[src/rtl/fdiv_mul_if.sv]
// Operand/result bundle between the finv front end, fdiv_mul and the FPU writeback mux.
// The master side issues x with its reciprocal; the slave side returns the quotient.
interface fdiv_mul_if;
    logic        in_valid;
    logic [31:0] x;
    logic [31:0] inv;
    logic        out_valid;
    logic [31:0] z;

    modport master (output in_valid, x, inv, input out_valid, z);
    modport slave  (input in_valid, x, inv, output out_valid, z);
endinterface

[src/rtl/fdiv_mul.sv]
// Divider back end: z = x * (1/y). x is delayed to meet the finv result, then a
// two-stage binary32 multiply (flush-to-zero, round-to-nearest-even) produces z.
module fdiv_mul #(
    parameter int unsigned FINV_LAT = 1
) (
    input  logic       clk,
    input  logic       rst,
    fdiv_mul_if.slave  bus
);

    logic [31:0] x_d;
    logic        v_d;

    generate
        if (FINV_LAT == 0) begin : g_wire
            assign x_d = bus.x;
            assign v_d = bus.in_valid;
        end else begin : g_chain
            logic [31:0] x_sr [FINV_LAT];
            logic        v_sr [FINV_LAT];

            always_ff @(posedge clk) begin
                if (rst) begin
                    for (int unsigned i = 0; i < FINV_LAT; i++) begin
                        x_sr[i] <= '0;
                        v_sr[i] <= 1'b0;
                    end
                end else begin
                    x_sr[0] <= bus.x;
                    v_sr[0] <= bus.in_valid;
                    for (int unsigned i = 1; i < FINV_LAT; i++) begin
                        x_sr[i] <= x_sr[i-1];
                        v_sr[i] <= v_sr[i-1];
                    end
                end
            end

            assign x_d = x_sr[FINV_LAT-1];
            assign v_d = v_sr[FINV_LAT-1];
        end
    endgenerate

    // Stage M1: sign, biased exponent sum, full significand product, operand classes.
    logic [7:0]         ex, ei;
    logic [22:0]        fx, fi;
    logic               zero_x, zero_i, inf_x, inf_i, nan_x, nan_i;
    logic signed [9:0]  e_sum;
    logic [47:0]        p_full;

    assign ex     = x_d[30:23];
    assign fx     = x_d[22:0];
    assign ei     = bus.inv[30:23];
    assign fi     = bus.inv[22:0];
    assign zero_x = (ex == '0);
    assign zero_i = (ei == '0);
    assign inf_x  = (ex == '1) && (fx == '0);
    assign inf_i  = (ei == '1) && (fi == '0);
    assign nan_x  = (ex == '1) && (fx != '0);
    assign nan_i  = (ei == '1) && (fi != '0);
    assign e_sum  = $signed({2'b00, ex}) + $signed({2'b00, ei}) - 10'sd127;
    assign p_full = 48'({1'b1, fx}) * 48'({1'b1, fi});

    logic               m1_v, m1_sign, m1_nan, m1_inf, m1_zero;
    logic signed [9:0]  m1_e;
    logic [47:0]        m1_p;

    always_ff @(posedge clk) begin
        if (rst) begin
            m1_v    <= 1'b0;
            m1_sign <= 1'b0;
            m1_nan  <= 1'b0;
            m1_inf  <= 1'b0;
            m1_zero <= 1'b0;
            m1_e    <= '0;
            m1_p    <= '0;
        end else begin
            m1_v    <= v_d;
            m1_sign <= x_d[31] ^ bus.inv[31];
            m1_nan  <= nan_x | nan_i | (inf_x & zero_i) | (zero_x & inf_i);
            m1_inf  <= inf_x | inf_i;
            m1_zero <= zero_x | zero_i;
            m1_e    <= e_sum;
            m1_p    <= p_full;
        end
    end

    // Stage M2: normalise, round, apply special-case priority.
    logic [22:0]        mant;
    logic               guard, sticky;
    logic [23:0]        rnd;
    logic signed [9:0]  e_norm, e_fin;
    logic [31:0]        res;

    always_comb begin
        if (m1_p[47]) begin
            mant   = m1_p[46:24];
            guard  = m1_p[23];
            sticky = |m1_p[22:0];
            e_norm = m1_e + 10'sd1;
        end else begin
            mant   = m1_p[45:23];
            guard  = m1_p[22];
            sticky = |m1_p[21:0];
            e_norm = m1_e;
        end
        // A carry out of the rounded fraction leaves the fraction at zero, so only e moves.
        rnd   = {1'b0, mant} + 24'(guard & (sticky | mant[0]));
        e_fin = rnd[23] ? e_norm + 10'sd1 : e_norm;

        if (m1_nan)
            res = 32'h7FC0_0000;
        else if (m1_inf)
            res = {m1_sign, 8'hFF, 23'h0};
        else if (m1_zero)
            res = {m1_sign, 31'h0};
        else if (e_fin >= 10'sd255)
            res = {m1_sign, 8'hFF, 23'h0};
        else if (e_fin <= 10'sd0)
            res = {m1_sign, 31'h0};
        else
            res = {m1_sign, e_fin[7:0], rnd[22:0]};
    end

    always_ff @(posedge clk) begin
        if (rst) begin
            bus.out_valid <= 1'b0;
            bus.z         <= '0;
        end else begin
            bus.out_valid <= m1_v;
            bus.z         <= res;
        end
    end

endmodule

[src/flat_wrapper.sv]
// flat-port wrapper written by rule: the top's interface ports become plain ports
module fdiv_mul_flat 
#(
    parameter int unsigned FINV_LAT = 1
)
  (clk, rst, bus_in_valid, bus_x, bus_inv, bus_out_valid, bus_z);
  fdiv_mul_if bus_i ();
  input  logic clk;
  input  logic rst;
  input wire logic [$bits(bus_i.in_valid)-1:0] bus_in_valid;
  input wire logic [$bits(bus_i.x)-1:0] bus_x;
  input wire logic [$bits(bus_i.inv)-1:0] bus_inv;
  output wire logic [$bits(bus_i.out_valid)-1:0] bus_out_valid;
  output wire logic [$bits(bus_i.z)-1:0] bus_z;
  assign bus_i.in_valid = bus_in_valid;
  assign bus_i.x = bus_x;
  assign bus_i.inv = bus_inv;
  assign bus_out_valid = bus_i.out_valid;
  assign bus_z = bus_i.z;
  fdiv_mul #(.FINV_LAT(FINV_LAT)) u_core (.clk(clk), .rst(rst), .bus(bus_i));
endmodule
[config.mk]
export PLATFORM = sky130hd
export DESIGN_NAME = fdiv_mul_flat
export DESIGN_NICKNAME = d
export VERILOG_FILES = /design/src/rtl/fdiv_mul_if.sv /design/src/rtl/fdiv_mul.sv /design/src/flat_wrapper.sv
export SDC_FILE = /design/constraint.sdc
export NUM_CORES = 2
export LEC_CHECK = 0
export ABC_AREA = 1
export ABC_CLOCK_PERIOD_IN_PS = 7540
export BUFFER_PORTS_ARGS = -buffer_cell sky130_fd_sc_hd__buf_2
export CORE_MARGIN = 3
export CORE_UTILIZATION = 59
export DETAILED_ROUTE_END_ITERATION = 12
export PLACE_DENSITY = 0.79
export SLEW_MARGIN = 40
export SYNTH_ARGS = -nofsm -noshare
export SYNTH_HDL_FRONTEND = slang
export SYNTH_SLANG_ARGS = --single-unit
export TNS_END_PERCENT = 20
[constraint.sdc]
create_clock -name clk -period 7.54 [get_ports clk]
set_input_delay 1.508 -clock clk [delete_from_list [all_inputs] [get_ports clk]]
set_output_delay 1.508 -clock clk [all_outputs]
set_load 0.01 [all_outputs]
==> results by stage <==
Final layout:
- Summing all flip-flop and latch instances after layout gives 0.002595 mm².
- The area of the multi-input gates is 0.01850 mm².
- At the end of the flow the core is filled with cells to 66.79%.
- The share of post-route cells with drive strength above 1 is 11.91%.
- 0 antenna diodes ended up in the layout.
- The count of fill cells added during filler insertion is 3488.
- The post-layout instance count excluding filler cells is 4128.
- The area growth from synthesis to layout is 10.84%.
- The number of nets in the final layout is 4274.

Yosys:
- The largest total area in the synthesized netlist belongs to sky130_fd_sc_hd__fa_1.
- The instance count of the mapped netlist is 3353.
- The net count of the mapped netlist is 4088.
- Yosys attributes the largest share of cell area to sky130_fd_sc_hd__fa_1, sky130_fd_sc_hd__inv_1, sky130_fd_sc_hd__nand2_1.
- For this run, the number of Yosys warnings is 0.
- The synthesized netlist occupies a cell area of 0.02550 mm².
- In this run, synthesis produced a sequential element count of 129.
- The register area share after synthesis is 10.13%.
- The proportion of netlist area held by the largest area contributor is 37.92%.
- Dividing the synthesized area by the synthesized cell count gives 7.606 µm².
- The number of different library cells used by synthesis comes to 50.

Timing:
- On the final layout, the worst clock skew is 27.13 ps.
- The share of the clock period used by the worst path is 97.30%.
- The count of pins over their slew limit is 0.
- Setup repair after global routing could not meet its margin everywhere.
- The total count of hold-check failures in the final report is 0.
- The transition at the pin with the smallest max-transition slack is 932.5 ps.
- The highest attainable clock frequency is 0.1363 GHz.
- The slack of the critical path is 203.6 ps.
- After layout, the minimum clock period comes to 7336 ps.
- The worst slew margin relative to its limit is 37.75%.
- The final setup violation count is 0.

Floorplan:
- The effective utilization at floorplan is 60.26%.
- The floorplan step set the die width to 213.9 µm.
- The height of the die is 213.9 µm.
- In this run the core area contains 75 standard-cell rows.
- The area of the die is 0.04576 mm².
- Pin placement for this block handled 100 I/O pins.
- The region available for standard cell placement spans 0.04232 mm².

Pwr:
- The maximum VDD drop is 891.2 µV.
- The static leakage power is 16.65 nW.
- Dividing total power by cell area gives a power density of 491.2 mW/mm².

Worst setup path:
- At the worst endpoint, the required time is 7900 ps.
- The critical path arrival is 7690 ps.
- The number of cells on the worst reg-to-reg path is 25.
- The type of element launching the critical path is an input port.
- STA classifies the critical path endpoint as a register.
- The worst setup path is of the in2reg kind.
- Along the worst path, the maximum fanout reaches 9.

CTS:
- Clock-pin slew was measured on the worst setup and hold paths at 60 ps.
- The CTS sink count is 129.
- The tree is rooted in a sky130_fd_sc_hd__clkbuf_16.
- The longest clock path from root to sink contains 2 buffers.
- TritonCTS built the clock tree.
- The maximum level of the CTS H-tree is 4.
- Buffers inserted during clock tree synthesis total 17.
- The insertion delay of the later-clocked pin in the worst-skew pair is 450 ps.
- In this run, post-CTS hold repair placed 0 buffers.

Global routing:
- The largest net degree at the start of global routing is 61.
- Global routing used 28.88% of the available tracks.
- The remaining global-route overflow is 0.
- The first global-routing pass estimated 107500 µm of wire.
- The via count of the first global-routing pass is 22390.
- The number of antenna violations at the first check in global routing is 0.

Detailed routing:
- The total routed wirelength is 63280 µm.
- In the routed design, unresolved DRC markers number 0.
- The routed layout has 21110 vias.
- The routed via count divided by cell count is 5.115.
- The detailed-router iteration count before antenna repair is 8.
- The average detailed-routed wire length per instance is 15.33 µm.
- For this block, the initial DRC count from the detailed router was 1518.
- The number of nets with antenna violations after detailed routing is 0.

Place:
- The worst slack after detailed placement is -212.6 ps.
- Input and output buffers added on the ports amount to 99.
- The HPWL after detailed placement is 53990 µm.
- At the end of routability-driven placement, the weighted congestion stood at 0.9637.
- In this run, placement finished with an instance count of 4096.

Job:
- The number of max-cap violations is 0.

Hold path:
- The path class of the tightest hold or removal check is reg2reg.
- Along the worst hold path, the cell count comes to 2.

Status:
- The run finished with clean final reports.
==> worst max-delay path, stage by stage <==
cell	delay, ps
sky130_fd_sc_hd__buf_2	170
sky130_fd_sc_hd__buf_12	150
sky130_fd_sc_hd__buf_4	110
sky130_fd_sc_hd__nand2_1	70
sky130_fd_sc_hd__fa_1	580
sky130_fd_sc_hd__fa_1	480
sky130_fd_sc_hd__fa_1	610
sky130_fd_sc_hd__inv_1	70
sky130_fd_sc_hd__fa_1	480
sky130_fd_sc_hd__fa_1	540
sky130_fd_sc_hd__fa_1	500
sky130_fd_sc_hd__inv_1	50
sky130_fd_sc_hd__fa_1	470
sky130_fd_sc_hd__inv_1	40
sky130_fd_sc_hd__ha_1	350
sky130_fd_sc_hd__nand2_1	110
sky130_fd_sc_hd__nor2_1	180
sky130_fd_sc_hd__inv_1	80
sky130_fd_sc_hd__nor2_1	90
sky130_fd_sc_hd__inv_1	60
sky130_fd_sc_hd__nor4_1	330
sky130_fd_sc_hd__nand3_1	150
sky130_fd_sc_hd__nand4_1	160
sky130_fd_sc_hd__nand2_1	60
sky130_fd_sc_hd__nand2_1	70
sky130_fd_sc_hd__o21ai_0	70
sky130_fd_sc_hd__a21oi_1	120
==> timing repair <==
item                                   CTS  global route
buffers inserted                         0             1
gates resized for setup                  0            11
endpoints found under the hold margin    0             0
setup endpoints to repair                0            13
==> kinds of logic (layout without fill, tap and decap cells) <==
logic type | after synthesis | after routing | share of synthesized area (%)
compound gates | 259 | 259 | 5.657
xor+xnor | 35 | 35 | 1.202
fa+ha+maj | 668 | 668 | 46.99
buf+inv | 1157 | 1355 | 17.43
flops | 129 | 129 | 10.13
simple gates | 1105 | 1105 | 18.59
==> sequential cells by signal, summed over array words and instances, names as in the netlist <==
register and flops:
u_core.bus.out_valid 1, u_core.bus.z 32, u_core.g_chain.v_sr 1, u_core.g_chain.x_sr 32, u_core.m1_e 10, u_core.m1_inf 1, u_core.m1_nan 1, u_core.m1_p 48
u_core.m1_sign 1, u_core.m1_v 1, u_core.m1_zero 1
==> metrics by stage <==
step	hold slack [ps]	setup TNS, ps	cell area (µm²)	power, mW
2_1_floorplan	388.3	0	25500	7.818
3_3_place_gp	393.1	-841.9	27670	12.62
3_5_place_dp	401.2	-2279	27670	12.82
4_1_cts	412.3	0	28220	13.71
5_1_grt	428.9	-22.10	28270	15.43
6_report	409.4	0	28270	13.89
==> report_power, final <==
| part | leakage [nW] | switching [mW] | total, mW | internal, mW |
|---|---|---|---|---|
| Clock | 0.258 | 0.349 | 0.781 | 0.432 |
| Sequential | 1.07 | 0.124 | 1.01 | 0.883 |
| Combinational | 15.3 | 6.80 | 12.1 | 5.30 |
==> cells in the mapped netlist (all sizes together) <==
cell type,number
a31oi,3
o21a,9
a21boi,3
nor3,11
and2,1
o221a,1
o2111ai,1
nand3b,3
nand2b,1
clkinv,1
nor2,201
o21bai,8
and3,2
nor4,24
nand4,20
xnor2,11
a31o,1
buf,10
fa,483
a221oi,2
ha,185
nand2,790
o22ai,1
xor2,24
o211ai,7
o21ai,102
o31ai,4
or2,5
clkbuf,109
inv,1037
a21o,8
nand3,47
dfxtp,129
a21oi,109
==> layer usage <==
| layer | part of all wire, % | global-route usage, % | routed length, µm | up-vias |
|---|---|---|---|---|
| met4 | 4.4 | 12.66 | 2797 | 0 |
| met1 | 39 | 34.79 | 24390 | 10170 |
| met5 | 0 | 0 | 0 | - |
| li1 | - | - | - | 9949 |
| met3 | 7.8 | 5.532 | 4915 | 190 |
| met2 | 49 | 50.59 | 31180 | 806 |
==> area by class of cell <==
class	count	share of cell area, %
well taps	577	2.554
repair buffers	286	7.064
clock inverters	13	0.3674
multi-input cells	2067	65.46
clock buffers	18	1.554
flip-flops and latches	129	9.180
inverters	1038	13.82
==> worst paths after layout <==
path                            slack [ps]              end                  startpoint
worst min-delay path                   410      u_core.m1_v      u_core.g_chain.v_sr[0]
worst max-delay path                   200  u_core.m1_p[47]                  bus_inv[3]
worst max register to register         510  u_core.m1_p[47]  u_core.g_chain.x_sr[0][19]
worst min register to register         410      u_core.m1_v      u_core.g_chain.v_sr[0]
==> layout by cell type (no fill, tap or decap), types with 3 or more instances in the layout <==
cell type / synthesis / layout
sky130_fd_sc_hd__nor2_1: 162 / 161
sky130_fd_sc_hd__o21a_1: 9 / 9
sky130_fd_sc_hd__a21oi_1: 109 / 108
sky130_fd_sc_hd__nor3_1: 10 / 10
sky130_fd_sc_hd__inv_6: 1 / 5
sky130_fd_sc_hd__a21o_1: 8 / 8
sky130_fd_sc_hd__o211ai_1: 7 / 7
sky130_fd_sc_hd__o21ai_2: 6 / 6
sky130_fd_sc_hd__nor2_2: 12 / 13
sky130_fd_sc_hd__inv_1: 1030 / 1030
sky130_fd_sc_hd__nand2_4: 5 / 5
sky130_fd_sc_hd__inv_2: 6 / 6
sky130_fd_sc_hd__nand2_1: 762 / 761
sky130_fd_sc_hd__buf_12: 2 / 7
sky130_fd_sc_hd__ha_1: 185 / 185
sky130_fd_sc_hd__or2_2: 5 / 5
sky130_fd_sc_hd__o21ai_1: 11 / 12
sky130_fd_sc_hd__o31ai_1: 4 / 4
sky130_fd_sc_hd__buf_4: 0 / 180
sky130_fd_sc_hd__clkinvlp_4: 0 / 4
sky130_fd_sc_hd__nor4_1: 24 / 23
sky130_fd_sc_hd__xnor2_1: 11 / 11
sky130_fd_sc_hd__clkinv_4: 1 / 3
sky130_fd_sc_hd__o21bai_1: 8 / 8
sky130_fd_sc_hd__dfxtp_2: 0 / 7
sky130_fd_sc_hd__buf_2: 0 / 95
sky130_fd_sc_hd__fa_1: 483 / 483
sky130_fd_sc_hd__nand2_2: 23 / 24
sky130_fd_sc_hd__a21boi_0: 3 / 3
sky130_fd_sc_hd__clkbuf_16: 0 / 17
sky130_fd_sc_hd__xor2_1: 24 / 24
sky130_fd_sc_hd__o21ai_0: 85 / 84
sky130_fd_sc_hd__dfxtp_1: 129 / 121
sky130_fd_sc_hd__nand4_1: 20 / 20
sky130_fd_sc_hd__clkbuf_4: 0 / 4
sky130_fd_sc_hd__nor2_4: 26 / 26
sky130_fd_sc_hd__nand3_1: 44 / 44
Power figures use the tool's default switching activity.
